===== config.mk =====
export PLATFORM = sky130hd
export DESIGN_NAME = seg_sched
export DESIGN_NICKNAME = d
export VERILOG_FILES = /design/src/rtl/seg_sched.sv
export SDC_FILE = /design/constraint.sdc
export NUM_CORES = 1
export LEC_CHECK = 0
export CORE_MARGIN = 2
export CORE_UTILIZATION = 58
export CTS_BUF_LIST = sky130_fd_sc_hd__clkbuf_8 sky130_fd_sc_hd__clkbuf_16
export DETAILED_ROUTE_END_ITERATION = 8
export DONT_BUFFER_PORTS = 1
export GPL_ROUTABILITY_DRIVEN = 0
export PLACE_DENSITY = 0.76
export SLEW_MARGIN = 20
export SYNTH_ARGS = -nofsm -noshare
export SYNTH_HDL_FRONTEND = slang
export SYNTH_SLANG_ARGS = --single-unit

===== constraint.sdc =====
create_clock -name clk -period 2.2 [get_ports clk]
set_clock_uncertainty 0.15 [all_clocks]
set_input_delay 0.33 -clock clk [delete_from_list [all_inputs] [get_ports clk]]
set_output_delay 0.33 -clock clk [all_outputs]
set_load 0.01 [all_outputs]

===== src/rtl/seg_sched.sv =====
// Display-source scheduler for an 8-digit hex display: round-robin or manual
// selection among four 32-bit sources, with a lock that freezes the shown value.
module seg_sched #(
  parameter int unsigned HOLD_CYCLES = 100_000_000
) (
  input  logic        clk,
  input  logic        rst_n,
  input  logic [3:0]  req,
  input  logic [31:0] data0,
  input  logic [31:0] data1,
  input  logic [31:0] data2,
  input  logic [31:0] data3,
  input  logic        mode,
  input  logic [1:0]  man_sel,
  input  logic        lock,
  output logic [3:0]  hex1,
  output logic [3:0]  hex2,
  output logic [3:0]  hex3,
  output logic [3:0]  hex4,
  output logic [3:0]  hex5,
  output logic [3:0]  hex6,
  output logic [3:0]  hex7,
  output logic [3:0]  hex8,
  output logic [1:0]  cur_src,
  output logic        active,
  output logic [1:0]  state_dbg,   // 0 = IDLE, 1 = SHOW, 2 = FROZEN
  output logic [26:0] timer_dbg
);

  typedef enum logic [1:0] {
    IDLE   = 2'd0,
    SHOW   = 2'd1,
    FROZEN = 2'd2
  } state_t;

  localparam logic [26:0] TIMER_LAST = 27'(HOLD_CYCLES - 1);

  state_t      state, state_nxt;
  logic [1:0]  src, src_nxt;
  logic [26:0] timer, timer_nxt;
  logic [31:0] shown, shown_nxt;
  logic        mode_q;
  logic [31:0] sel_data;
  logic [1:0]  lowest_req;
  logic [1:0]  rr_next;
  logic [1:0]  s1, s2, s3;

  always_comb begin
    case (src)
      2'd0:    sel_data = data0;
      2'd1:    sel_data = data1;
      2'd2:    sel_data = data2;
      default: sel_data = data3;
    endcase
  end

  always_comb begin
    if (req[0])      lowest_req = 2'd0;
    else if (req[1]) lowest_req = 2'd1;
    else if (req[2]) lowest_req = 2'd2;
    else             lowest_req = 2'd3;
  end

  // Rotating search after the current source; falls back to the current one.
  assign s1 = src + 2'd1;
  assign s2 = src + 2'd2;
  assign s3 = src + 2'd3;

  always_comb begin
    if (req[s1])      rr_next = s1;
    else if (req[s2]) rr_next = s2;
    else if (req[s3]) rr_next = s3;
    else              rr_next = src;
  end

  always_ff @(posedge clk or negedge rst_n) begin
    if (!rst_n) state <= IDLE;
    else        state <= state_nxt;
  end

  always_comb begin
    state_nxt = state;
    src_nxt   = src;
    timer_nxt = timer;
    shown_nxt = shown;
    case (state)
      IDLE: begin
        shown_nxt = 32'h0;
        if (mode) begin
          state_nxt = SHOW;
          src_nxt   = man_sel;
          timer_nxt = '0;
        end else if (|req) begin
          state_nxt = SHOW;
          src_nxt   = lowest_req;
          timer_nxt = '0;
        end
      end
      SHOW: begin
        shown_nxt = sel_data;
        if (lock) begin
          state_nxt = FROZEN;
        end else if (mode) begin
          src_nxt   = man_sel;
          timer_nxt = '0;
        end else if (mode_q) begin
          // First auto cycle after manual: keep the source, restart the timer.
          timer_nxt = '0;
        end else if (req == 4'b0000) begin
          state_nxt = IDLE;
          timer_nxt = '0;
        end else if (!req[src]) begin
          src_nxt   = rr_next;
          timer_nxt = '0;
        end else if (timer == TIMER_LAST) begin
          src_nxt   = rr_next;
          timer_nxt = '0;
        end else begin
          timer_nxt = timer + 27'd1;
        end
      end
      FROZEN: begin
        if (!lock) begin
          state_nxt = SHOW;
          timer_nxt = '0;
        end
      end
      default: state_nxt = IDLE;
    endcase
  end

  always_ff @(posedge clk or negedge rst_n) begin
    if (!rst_n) begin
      src    <= 2'd0;
      timer  <= '0;
      shown  <= 32'h0;
      mode_q <= 1'b0;
    end else begin
      src    <= src_nxt;
      timer  <= timer_nxt;
      shown  <= shown_nxt;
      mode_q <= mode;
    end
  end

  assign hex1      = shown[31:28];
  assign hex2      = shown[27:24];
  assign hex3      = shown[23:20];
  assign hex4      = shown[19:16];
  assign hex5      = shown[15:12];
  assign hex6      = shown[11:8];
  assign hex7      = shown[7:4];
  assign hex8      = shown[3:0];
  assign cur_src   = src;
  assign active    = (state != IDLE);
  assign state_dbg = state;
  assign timer_dbg = timer;

endmodule


# --- Word-level counts from Yosys, hierarchy flattened ---
# Cells that the tools add are included.
op_classes:
  reduce_logical: 10
  mux: 43
  n_lt_le_gt_ge: 4
  n_eq_ne: 14
  addsub: 4
op_table:
  columns: ["operator", "count"]
  rows:
  - ["$mux W27", 9]
  - ["$pmux W32 S3", 1]
  - ["$pmux W27 S3", 1]
  - ["$pmux W32 S2", 1]
  - ["$mux W2", 20]
  - ["$add A27 B1 Y27 const B", 1]
  - ["$eq A27 B27 Y1 const B", 1]
  - ["$ne A3 B3 Y1 const B", 6]
  - ["$lt A2 B3 Y1 const B", 4]
  - ["$bmux W1 S2", 4]
  - ["$pmux W2 S3", 1]
  - ["$reduce_and A6 Y1", 1]
  - ["$mux W1", 5]
  - ["$reduce_and A5 Y1", 1]
  - ["$add A2 B2 Y2 const B", 2]
  - ["$eq A2 B1 Y1 const B", 2]
  - ["$eq A2 B2 Y1 const B", 2]
  - ["$logic_not A2 Y1", 2]
  - ["$logic_not A4 Y1", 1]
  - ["$ne A2 B2 Y1 const B", 2]
  - ["$ne A4 B4 Y1 const B", 1]
  - ["$pmux W2 S2", 1]
  - ["$reduce_and A4 Y1", 1]
  - ["$reduce_bool A2 Y1", 2]
  - ["3 further kinds", 3]
word_totals:
  reg_bits: 64
  out_inout_bits: 64
  wordCells: 80
  inputBits: 138

# --- Logic depth before layout (Yosys ltp) ---
# Gate-level depths: netlist of the first run.
logic_depth:
  word_depth: 13
  ltp_mapped: 8
  ltp_nobuf: 6

# --- Least setup slack after synthesis of the first run ---
# OpenSTA, ideal clock, no wires.
synth_timing:
  kind: "register -> register"
  from: "register timer[9] (netlist: timer_dbg[9])"
  to: "register timer[3] (netlist: timer_dbg[3])"
  period_less_slack_ns: 2.119
  stages_incl_launch_ff: 7
  path_buffers: 1
  slack_ns: 0.081
  setup_ns: 0.119
  t_arrival_ns: 1.850
  required_time_ns: 1.931
  path_cell_list: "dfrtp_1 > or4_4 > nor3_4 > a41oi_4 > a21oi_4 > buf_6 > nor2_2"
synth_between:
  elab_chain_len: 8
synth_rtl:
  columns: ["item", "line_no", "text"]
  rows:
  - ["start, declared", "40", "logic [26:0] timer, timer_nxt;"]
  - ["start signal, assigned", "140", "timer <= timer_nxt;"]
  - ["$eq A27 B27 Y1", "115", "end else if (timer == TIMER_LAST) begin"]
  - ["$mux W27", "115", null]
  - ["$mux W27", "112", "end else if (!req[src]) begin"]
  - ["$mux W27", "109", "end else if (req == 4'b0000) begin"]
  - ["$mux W27", "106", "end else if (mode_q) begin"]
  - ["$mux W27", "103", "end else if (mode) begin"]
  - ["$mux W27", "101", "if (lock) begin"]
  - ["$pmux W27 S3", "86", "case (state)"]
# No other way between the ends. The select of a mux whose other input is x is not followed.
# A chain may end at the register's enable or synchronous reset.

# --- Final worst setup path of the first run ---
layout_timing:
  from: "register timer[9] (netlist: timer_dbg[9])"
  to: "register timer[26] (netlist: timer_dbg[26])"
layout_between:
  elab_chain_len: 8
  elab_cells_between_ends: 9
  cone_classes: "1 x add/sub; 1 x eq/ne; 7 x mux"
layout_rtl:
  columns: ["item", "line_no"]
  rows:
  - ["$add A27 B1 Y27 or $eq A27 B27 Y1 (tied branches)", "119, 115"]
  - ["$mux W27 (*)", "115"]
  - ["$mux W27 (*)", "112"]
  - ["$mux W27 (*)", "109"]
  - ["$mux W27 (*)", "106"]
  - ["$mux W27 (*)", "103"]
  - ["$mux W27 (*)", "101"]
  - ["$pmux W27 S3 (*)", "86"]
# Every way passes the cells marked *; elsewhere a longest branch is shown, timed or not. The select of a mux whose other input is x is not followed.

==> results.py, run 1 <==
metrics = {
    "power": {
        "internal_power_w": 0.003082,
        "swShare_pct": 40.27,
        "power_frac_clock_pct": 23.4,
        "power.switching_w": 0.002078,
        "p_leak_nw": 1.868,
        "power_density_nw_per_um2": 1153,
        "ir_drop_mv": 0.7091,
        "comb_power_share_pct": 43.3,
        "seq_power_share_pct": 33.3,
    },
    "detailed_routing": {
        "totalWireLength_um": 10930,
        "drt_iter0_markers": 305,
        "route.detailed.drc": 7,
        "wl_per_cell_um": 20.50,
        "routed-via-count": 3602,
        "ant_nets": 0,
        "via_per_inst": 6.758,
        "drtPass1Iterations": 8,
    },
    "layout": {
        "fin_nets": 595,
        "diodes": 0,
        "multi_input_area_sq_um": 2107,
        "stdcell_count": 533,
        "final_common_cell": "dfrtp_1",
        "layout_common_cells": "dfrtp_1 (63), nand2_1 (48), nor2_1 (40)",
        "synthToLayoutAreaGrowth_pct": 15.17,
        "final_core_util_pct": 69.67,
        "register_area_sq_um": 1603,
        "drive_above_1_share_pct": 20.83,
        "n_fill_cell": 512,
    },
    "floorplanning": {
        "start_util_pct": 60.49,
        "ios": 202,
        "dieHeight_um": 85.84,
        "rows": 29,
        "die_x_um": 85.84,
        "design.core.area_sq_um": 6422,
        "die_area_sq_um": 7369,
    },
    "setup_path": {
        "cp-start-kind": "register",
        "cp_slowest_cell": "or4_4",
        "cp_max_fo": 20,
        "path_cells": "or4_4 > nor3_4 > a41oi_4 > a21oi_4 > buf_12 > nor2_2",
        "worstPathRequired_ns": 2.27,
        "worstSetupPathType": "register to register",
        "cp_data_arrival_time_ns": 2.21,
        "critPathCaptureType": "register",
        "max_stage_delay_ns": 0.55,
    },
    "placement": {
        "placed_cells": 513,
        "dpl_worst_slack_ns": 0.04719,
        "dp_hpwl_um": 7912,
        "port_buffers": 0,
    },
    "yosys": {
        "synth-edff-count": 0,
        "synth.net_count": 570,
        "synth_cell_types": 59,
        "async_flop_share_pct": 100.0,
        "netlist_area_sq_um": 3885,
        "syn_area_per_cell_sq_um": 9.098,
        "synth-seq-cells": 64,
        "postSynthCellCount": 427,
        "yosys_warnings": 0,
        "dominantRegCellSynth": "dfrtp_1",
        "ys_seq_area_share_pct": 41.22,
    },
    "timing": {
        "fin_crit_sh_pct": 97.42,
        "finalHoldViolCount": 0,
        "slew_violations": 0,
        "worst_slack_ns": 0.05667,
        "slew_headroom_pct": 69.38,
        "worst_pin_slew_ns": 0.4551,
        "fmax_mhz": 466.6,
        "layout_min_cycle_time_ns": 2.143,
        "finalSetupViolCount": 0,
    },
    "clock_tree": {
        "insertion_delay_ns": 0.33,
        "cts_tree": "done",
        "cts_buffer_depth": 2,
        "htree_levels": 3,
        "path_clk_slew_ns": 0.07,
        "clock_sinks": 64,
        "cts.root.buffer_cell": "clkbuf_8",
        "cts_buffers": 9,
    },
    "worst_hold_path": {
        "hold_class": "primary input to register",
    },
    "grt": {
        "grt_max_degree": 65,
        "grt_antenna_before_repair": 0,
        "gr-total-overflow": 0,
        "grt_usage_pct": 29.62,
        "grt_pass1_wl_um": 17190,
        "grt_pass1_vias": 3432,
    },
    "flow_run": {
        "cap_violations": 0,
    },
    "status": {
        "status": "complete, but fails checks",
        "violations": "design-rule violations",
    },
}
cell families (layout without fill, tap and decap cells):
family / count (synthesis) / count (layout) / synth area share [%]
compound gates: 124 / 124 / 22.58
xor+xnor: 20 / 20 / 4.509
fa+ha+maj: 6 / 6 / 1.868
buf+inv: 39 / 68 / 4.605
flops: 64 / 64 / 41.22
mux: 8 / 8 / 2.705
simple gates: 166 / 166 / 22.51
cells in the mapped netlist, types with 2 or more instances:
library cell	n	area, sq um
o21ai_0	34	170.2
buf_1	2	7.510
xor2_1	18	157.7
nand4_1	16	100.1
nand3_1	13	65.06
a222oi_1	32	320.3
nor2_2	20	125.1
nor3_1	2	10.01
mux4_2	2	45.04
nand3_2	2	20.02
mux2i_1	6	60.06
and3_1	3	18.77
dfrtp_1	64	1602
ha_1	5	62.56
and2_1	3	18.77
o21ai_1	3	15.01
buf_6	2	22.52
a21oi_1	35	175.2
inv_1	9	33.78
nand2_1	48	180.2
nor4_2	4	50.05
o311ai_1	3	26.28
nor2b_1	3	18.77
o31ai_1	2	15.01
nor2_1	40	150.1
buf_2	2	10.01
xnor2_1	2	17.52
clkbuf_1	21	78.83
stage by stage:
stage               total power (W)  area [sq um]   TNS (ns)  hold WS, ns
CTS                        0.005150          4466          0      0.04095
global placement           0.003824          4169          0      -0.1136
global route               0.005513          4474  -0.003177      0.04952
detailed placement         0.003904          4169          0      -0.1141
finish                     0.005160          4474          0      0.04466
floorplan                  0.003385          3885          0      -0.1156
path summary, 6_finish.rpt:
path | start | end | slack (ns) | cells after the start
setup / recovery | timer_dbg[9] | timer_dbg[26] | 0.06 | 6
hold / removal | data3[30] | shown[30] | 0.04 | 2
setup reg to reg | timer_dbg[9] | timer_dbg[26] | 0.06 | 6
hold reg to reg | shown[17] | shown[17] | 0.41 | 2
max in group asynchronous | rst_n | cur_src[0] | 1.21 | 2
min in group asynchronous | rst_n | timer_dbg[10] | 0.40 | 2
sequential cells by signal, indices dropped and copies added (netlist names):
register and flops:
mode_q 1, shown 32, state_dbg 2, timer_dbg 27, cur_src 2
per-layer routing:
layer	track usage, %	part of all wire, %	wire length [um]
met3	5.486	7.9	866
met2	50.43	51	5597
met1	37.82	38	4122
met5	0	0	0
met4	10.82	3.1	338
power by group through the flow:
stage / Combinational (W) / Clock [W] / Sequential, W
2_1_floorplan: 0.00171 / 0 / 0.00168
3_3_place_gp: 0.00209 / 0 / 0.00173
3_5_place_dp: 0.00217 / 0 / 0.00174
4_1_cts: 0.00221 / 0.00122 / 0.00172
5_1_grt: 0.00250 / 0.00127 / 0.00174
6_report: 0.00223 / 0.00121 / 0.00172
critical path: cells and delay by family, from the launching register on:
| family | cells | cell delay [ns] |
|---|---|---|
| buffers and inverters | 1 | 0.20 |
| AOI/OAI and AO/OA | 2 | 0.45 |
| and+or+nand+nor | 3 | 0.83 |
| DFF | 1 | 0.38 |
what timing repair did:
| action | in CTS | in global routing |
|---|---|---|
| setup endpoints to repair | 0 | 25 |
| hold buffers | 4 | 0 |
| setup buffers | 0 | 1 |
| endpoints found under the hold margin | 67 | 0 |
| resized for setup | 0 | 1 |
area by class of cell:
type | count | area share, %
clock buffers | 13 | 3.999
inverters | 9 | 0.7550
flip-flops and latches | 64 | 35.82
well taps | 77 | 2.153
multi-input cells | 324 | 47.09
clock inverters | 2 | 1.342
repair buffers | 44 | 8.837
No activity file was read; power rests on OpenSTA's default activity.
==> run 2: changes to the inputs <==
Settings changed: CORE_UTILIZATION 58 to 50, PLACE_DENSITY 0.76 to 0.68.
==> run 2 against run 1 <==
The run now ends clean. Global-route usage fell by 4.7 points. Worst setup slack improved by 0.018 ns. Fmax rose by 0.83%. Count of clock-buffer cells in the layout fell by 1. Via count fell by 2.3%. Critical endpoint is now cur_src[1]. Largest power group unchanged. Highest routed layer unchanged.
==> results.py, run 2 (synthesis gave the netlist of run 1 again) <==
metrics = {
    "status": {
        "status": "finished, final reports clean",
    },
    "floorplanning": {
        "ios": 202,
        "dieHeight_um": 92.15,
        "rows": 32,
        "die_area_sq_um": 8491,
        "start_util_pct": 51.07,
        "die_x_um": 92.15,
        "design.core.area_sq_um": 7607,
    },
    "timing": {
        "worst_pin_slew_ns": 0.6507,
        "fin_crit_sh_pct": 96.63,
        "finalHoldViolCount": 0,
        "fmax_mhz": 470.4,
        "layout_min_cycle_time_ns": 2.126,
        "slew_headroom_pct": 56.46,
        "slew_violations": 0,
        "finalSetupViolCount": 0,
        "grt_setup_unrepaired": "false",
        "fin_tns_setup_ns": 0,
    },
    "setup_path": {
        "r2r_start": "timer_dbg[9]",
        "cp-start-kind": "register",
        "cp_max_fo": 4,
        "rrSetupSlack_ns": 0.07,
        "worstSetupPathType": "register to register",
        "cp_data_arrival_time_ns": 2.23,
        "r2r_cells": 6,
        "worstPathRequired_ns": 2.30,
        "critPathCaptureType": "register",
        "r2r_end": "cur_src[1]",
    },
    "detailed_routing": {
        "drt_iter0_markers": 270,
        "via_per_inst": 6.295,
        "wl_per_cell_um": 19.70,
        "ant_nets": 0,
        "routed-via-count": 3519,
        "totalWireLength_um": 11010,
        "drtPass1Iterations": 9,
        "route.detailed.drc": 0,
    },
    "grt": {
        "grt_antenna_before_repair": 0,
        "grt_pass1_vias": 3332,
        "gr-total-overflow": 0,
        "grt_pass1_wl_um": 16710,
        "grt_usage_pct": 24.96,
        "grt_max_degree": 65,
    },
    "layout": {
        "register_area_sq_um": 1602,
        "diodes": 0,
        "largest_register_ffs": 32,
        "n_fill_cell": 723,
        "final_core_util_pct": 58.93,
        "drive_above_1_share_pct": 20.57,
        "fin_nets": 596,
        "largest-register": "shown",
        "multi_input_area_sq_um": 2107,
        "final_common_cell": "dfrtp_1",
        "layout_common_cells": "dfrtp_1 (64), nand2_1 (48), nor2_1 (40)",
        "synthToLayoutAreaGrowth_pct": 15.39,
    },
    "clock_tree": {
        "clock_sinks": 64,
        "post_cts_buffers": 0,
        "htree_levels": 3,
        "insertion_delay_ns": 0.33,
        "cts_buffers": 9,
        "cts.root.buffer_cell": "clkbuf_8",
        "cts_buffer_depth": 2,
        "cts_tree": "done",
        "path_clk_slew_ns": 0.07,
    },
    "power": {
        "ir_drop_mv": 0.6701,
        "p_leak_nw": 1.860,
        "power_density_nw_per_um2": 1120,
    },
    "worst_hold_path": {
        "hold_depth": 2,
        "hold_class": "primary input to register",
        "min_from": "data3[10]",
        "holdPathEnd": "shown[10]",
    },
    "flow_run": {
        "cap_violations": 0,
    },
    "placement": {
        "dp_hpwl_um": 8093,
        "port_buffers": 0,
    },
}
[run 2: changes by cell type in the layout (fill, tap and decap cells not counted), sizes merged]
| cell | change |
|---|---|
| bufinv | -1 |
| inv | +1 |
| buf | +1 |
| clkinvlp | +1 |
| clkbuf | -1 |
[run 2: how the worst max path moves through the flow]
| stage | from | endpoint | slack, ns | cells past startpoint |
|---|---|---|---|---|
| after global placement | timer_dbg[9] | cur_src[1] | 0.09 | 6 |
| after floorplan | timer_dbg[9] | timer_dbg[3] | 0.08 | 6 |
| after global routing | timer_dbg[10] | cur_src[1] | 0.002 | 6 |
| final | timer_dbg[9] | cur_src[1] | 0.07 | 6 |
| after CTS | timer_dbg[9] | cur_src[1] | 0.04 | 6 |
| after detailed placement | timer_dbg[9] | cur_src[1] | 0.04 | 6 |
[run 2: worst max-delay path: stages, from the launching register on]
cell,delay [ns]
dfrtp_1,0.38
or4_4,0.55
nor3_4,0.22
a41oi_4,0.17
buf_6,0.18
nor3_2,0.18
mux2i_1,0.21
[run 2: final cells by class]
cell class	instances	area share, %
Multi-Input combinational cell	324	47.00
Clock inverter	3	0.9210
Tap cell	102	2.847
Timing Repair Buffer	45	9.071
Inverter	9	0.7536
Clock buffer	12	3.684
Sequential cell	64	35.72
[run 2: power breakdown]
part | switching (W) | leakage, nW | total [W] | internal (W)
Combinational | 0.00132 | 0.897 | 0.00226 | 0.000937
Clock | 0.000449 | 0.106 | 0.00106 | 0.000607
Sequential | 0.000293 | 0.857 | 0.00171 | 0.00141
Total | 0.00207 | 1.86 | 0.00502 | 0.00296
[run 2: timing repair]
item,in CTS,in global routing
setup endpoints to repair,0,1
hold buffers,4,0
endpoints found under the hold margin,67,0
gates resized for setup,0,1
[run 2: metal layers]
metal | vias to the layer above | GRT usage (%) | share of wire (%)
met3 | 20 | 4.848 | 7.6
met1 | 1684 | 31.15 | 39
li1 | 1646 | - | -
met2 | 169 | 41.91 | 51
met5 | - | 0 | 0
met4 | 0 | 11.32 | 2.4
[run 2: through the flow]
step | setup slack, ns | hold slack, ns | cell area, sq um | total power [W] | instances
after floorplan | 0.08100 | -0.1156 | 3885 | 0.003385 | 427
final | 0.07423 | 0.04297 | 4483 | 0.005021 | 559
after global routing | 0.001901 | 0.05257 | 4483 | 0.005384 | 559
after CTS | 0.04352 | 0.03145 | 4479 | 0.005047 | 559
after detailed placement | 0.04459 | -0.1141 | 4215 | 0.003941 | 540
after global placement | 0.08640 | -0.1140 | 4215 | 0.003886 | 540
==> run 3: changes to the inputs <==
Settings changed: CORE_MARGIN 2 to not set.
==> run 3 against run 2 <==
Worst hold slack improved by 0.0020 ns. Combinational power rose by 3%. Final area rose by 0.59%. Critical endpoint is now cur_src[0]. Sequential share of layout area fell by 0.18 points. Utilization rose by 2.3 points. Sequential cell count did not move. Non-clock buffer count did not move. Die area fell by 4.3%. Final cell count fell by 0.36%. Highest routed layer unchanged. Clock power fell by 5%. Fmax barely moved.
==> results.py, run 3 (synthesis gave the netlist of run 1 again) <==
metrics = {
    "grt": {
        "grt_pass1_wl_um": 17280,
        "grt_antenna_before_repair": 0,
        "gr-total-overflow": 0,
        "grt_max_degree": 65,
        "grt_pass1_vias": 3403,
        "grt_usage_pct": 26.73,
    },
    "flow_run": {
        "cap_violations": 0,
    },
    "setup_path": {
        "cp_data_arrival_time_ns": 2.23,
        "cp-start-kind": "register",
        "worstSetupPathType": "register to register",
        "cp_slowest_cell": "or4bb_4",
        "cp_max_fo": 4,
        "path_cells": "or4bb_4 > nor3_4 > a41oi_4 > buf_6 > a211oi_2 > mux2i_1",
        "worstPathRequired_ns": 2.30,
        "critPathCaptureType": "register",
        "max_stage_delay_ns": 0.56,
    },
    "clock_tree": {
        "cts_buffers": 9,
        "cts.root.buffer_cell": "clkbuf_8",
        "htree_levels": 3,
        "cts_buffer_depth": 2,
        "path_clk_slew_ns": 0.07,
        "clock_sinks": 64,
        "insertion_delay_ns": 0.33,
        "cts_tree": "done",
    },
    "detailed_routing": {
        "totalWireLength_um": 10790,
        "drt_iter0_markers": 265,
        "routed-via-count": 3509,
        "ant_nets": 0,
        "drtPass1Iterations": 5,
        "wl_per_cell_um": 19.37,
        "route.detailed.drc": 0,
        "via_per_inst": 6.300,
    },
    "placement": {
        "dp_hpwl_um": 7871,
        "placed_cell_area_sq_um": 4229,
        "port_buffers": 0,
    },
    "layout": {
        "drive_above_1_share_pct": 21.83,
        "layout_common_cells": "dfrtp_1 (63), nand2_1 (48), nor2_1 (40)",
        "synthToLayoutAreaGrowth_pct": 16.07,
        "n_fill_cell": 654,
        "final_core_util_pct": 61.19,
        "diodes": 0,
        "largest_register_ffs": 32,
        "largest-register": "shown",
        "finalInstanceArea_sq_um": 4509,
        "fin_nets": 596,
        "final_common_cell": "dfrtp_1",
    },
    "timing": {
        "worst_pin_slew_ns": 0.6705,
        "slew_headroom_pct": 55.14,
        "slew_violations": 0,
        "fin_crit_sh_pct": 96.71,
        "layout_min_cycle_time_ns": 2.128,
        "fin_tns_setup_ns": 0,
        "finalHoldViolCount": 0,
        "fmax_mhz": 470.0,
        "grt_setup_unrepaired": "true",
        "finalSetupViolCount": 0,
    },
    "floorplanning": {
        "die_x_um": 90.15,
        "rows": 31,
        "design.core.area_sq_um": 7370,
        "ios": 202,
        "dieHeight_um": 90.15,
        "die_area_sq_um": 8126,
        "start_util_pct": 52.72,
    },
    "power": {
        "power_density_nw_per_um2": 1122,
        "p_leak_nw": 1.857,
        "ir_drop_mv": 0.9442,
    },
    "worst_hold_path": {
        "hold_class": "primary input to register",
    },
    "status": {
        "status": "finished, final reports clean",
    },
}
## run 3: final cells by class
type                       count  area (sq um)  area share (%)
sequential                    64          1603           35.54
inverter                       9         33.78          0.7492
timing repair buffer          45         431.7           9.573
multi-input combinational    324          2122           47.06
clock inverter                 7         71.32           1.582
clock buffer                   9         123.9           2.747
tap                           99         123.9           2.747
## run 3: path summary, 6_finish.rpt
| kind | start | end | slack [ns] | cells past startpoint |
|---|---|---|---|---|
| max | timer_dbg[11] | cur_src[0] | 0.07 | 6 |
| min | data3[7] | shown[7] | 0.04 | 2 |
| max reg2reg | timer_dbg[11] | cur_src[0] | 0.07 | 6 |
| min reg2reg | shown[15] | shown[15] | 0.41 | 2 |
| max in group asynchronous | rst_n | cur_src[0] | 1.25 | 2 |
| min in group asynchronous | rst_n | timer_dbg[6] | 0.39 | 2 |
## run 3: stage by stage
stage                     total power, W  cells  worst slack [ns]  hold slack [ns]
after floorplan                 0.003385    427           0.08100          -0.1156
after global routing            0.005432    557         -0.009887          0.05256
after CTS                       0.005051    556           0.06072          0.03114
after detailed placement        0.003993    536           0.06069          -0.1139
after global placement          0.003927    536            0.1001          -0.1137
final                           0.005060    557           0.07242          0.04499
## run 3: where the power goes
| part | switching [W] | internal (W) | total (W) | leakage, nW |
|---|---|---|---|---|
| clock | 0.000491 | 0.000523 | 0.00101 | 0.0916 |
| sequential | 0.000299 | 0.00141 | 0.00171 | 0.856 |
| combinational | 0.00135 | 0.000979 | 0.00233 | 0.909 |
## run 3: routing by layer
layer	up-vias	routed length, um	GRT usage, %
met2	181	5592	46.63
met3	16	673	4.738
li1	1646	-	-
met5	-	0	0
met1	1666	4362	32.88
met4	0	163	10.08
## run 3: timing repair
| action | CTS | global route |
|---|---|---|
| endpoints found under the hold margin | 67 | 0 |
| endpoints found under the setup margin | 0 | 6 |
| gates resized for setup | 0 | 6 |
| setup buffers | 0 | 1 |
| hold buffers | 4 | 0 |
## run 3: worst max-delay path, delay by kind of cell, from the launching register on
family                 cells  cell delay, ns
flip-flops                 1            0.39
buffers and inverters      1            0.18
multiplexers               1            0.22
AND/OR/NAND/NOR            2            0.78
AO/OA/AOI/OAI              2            0.33
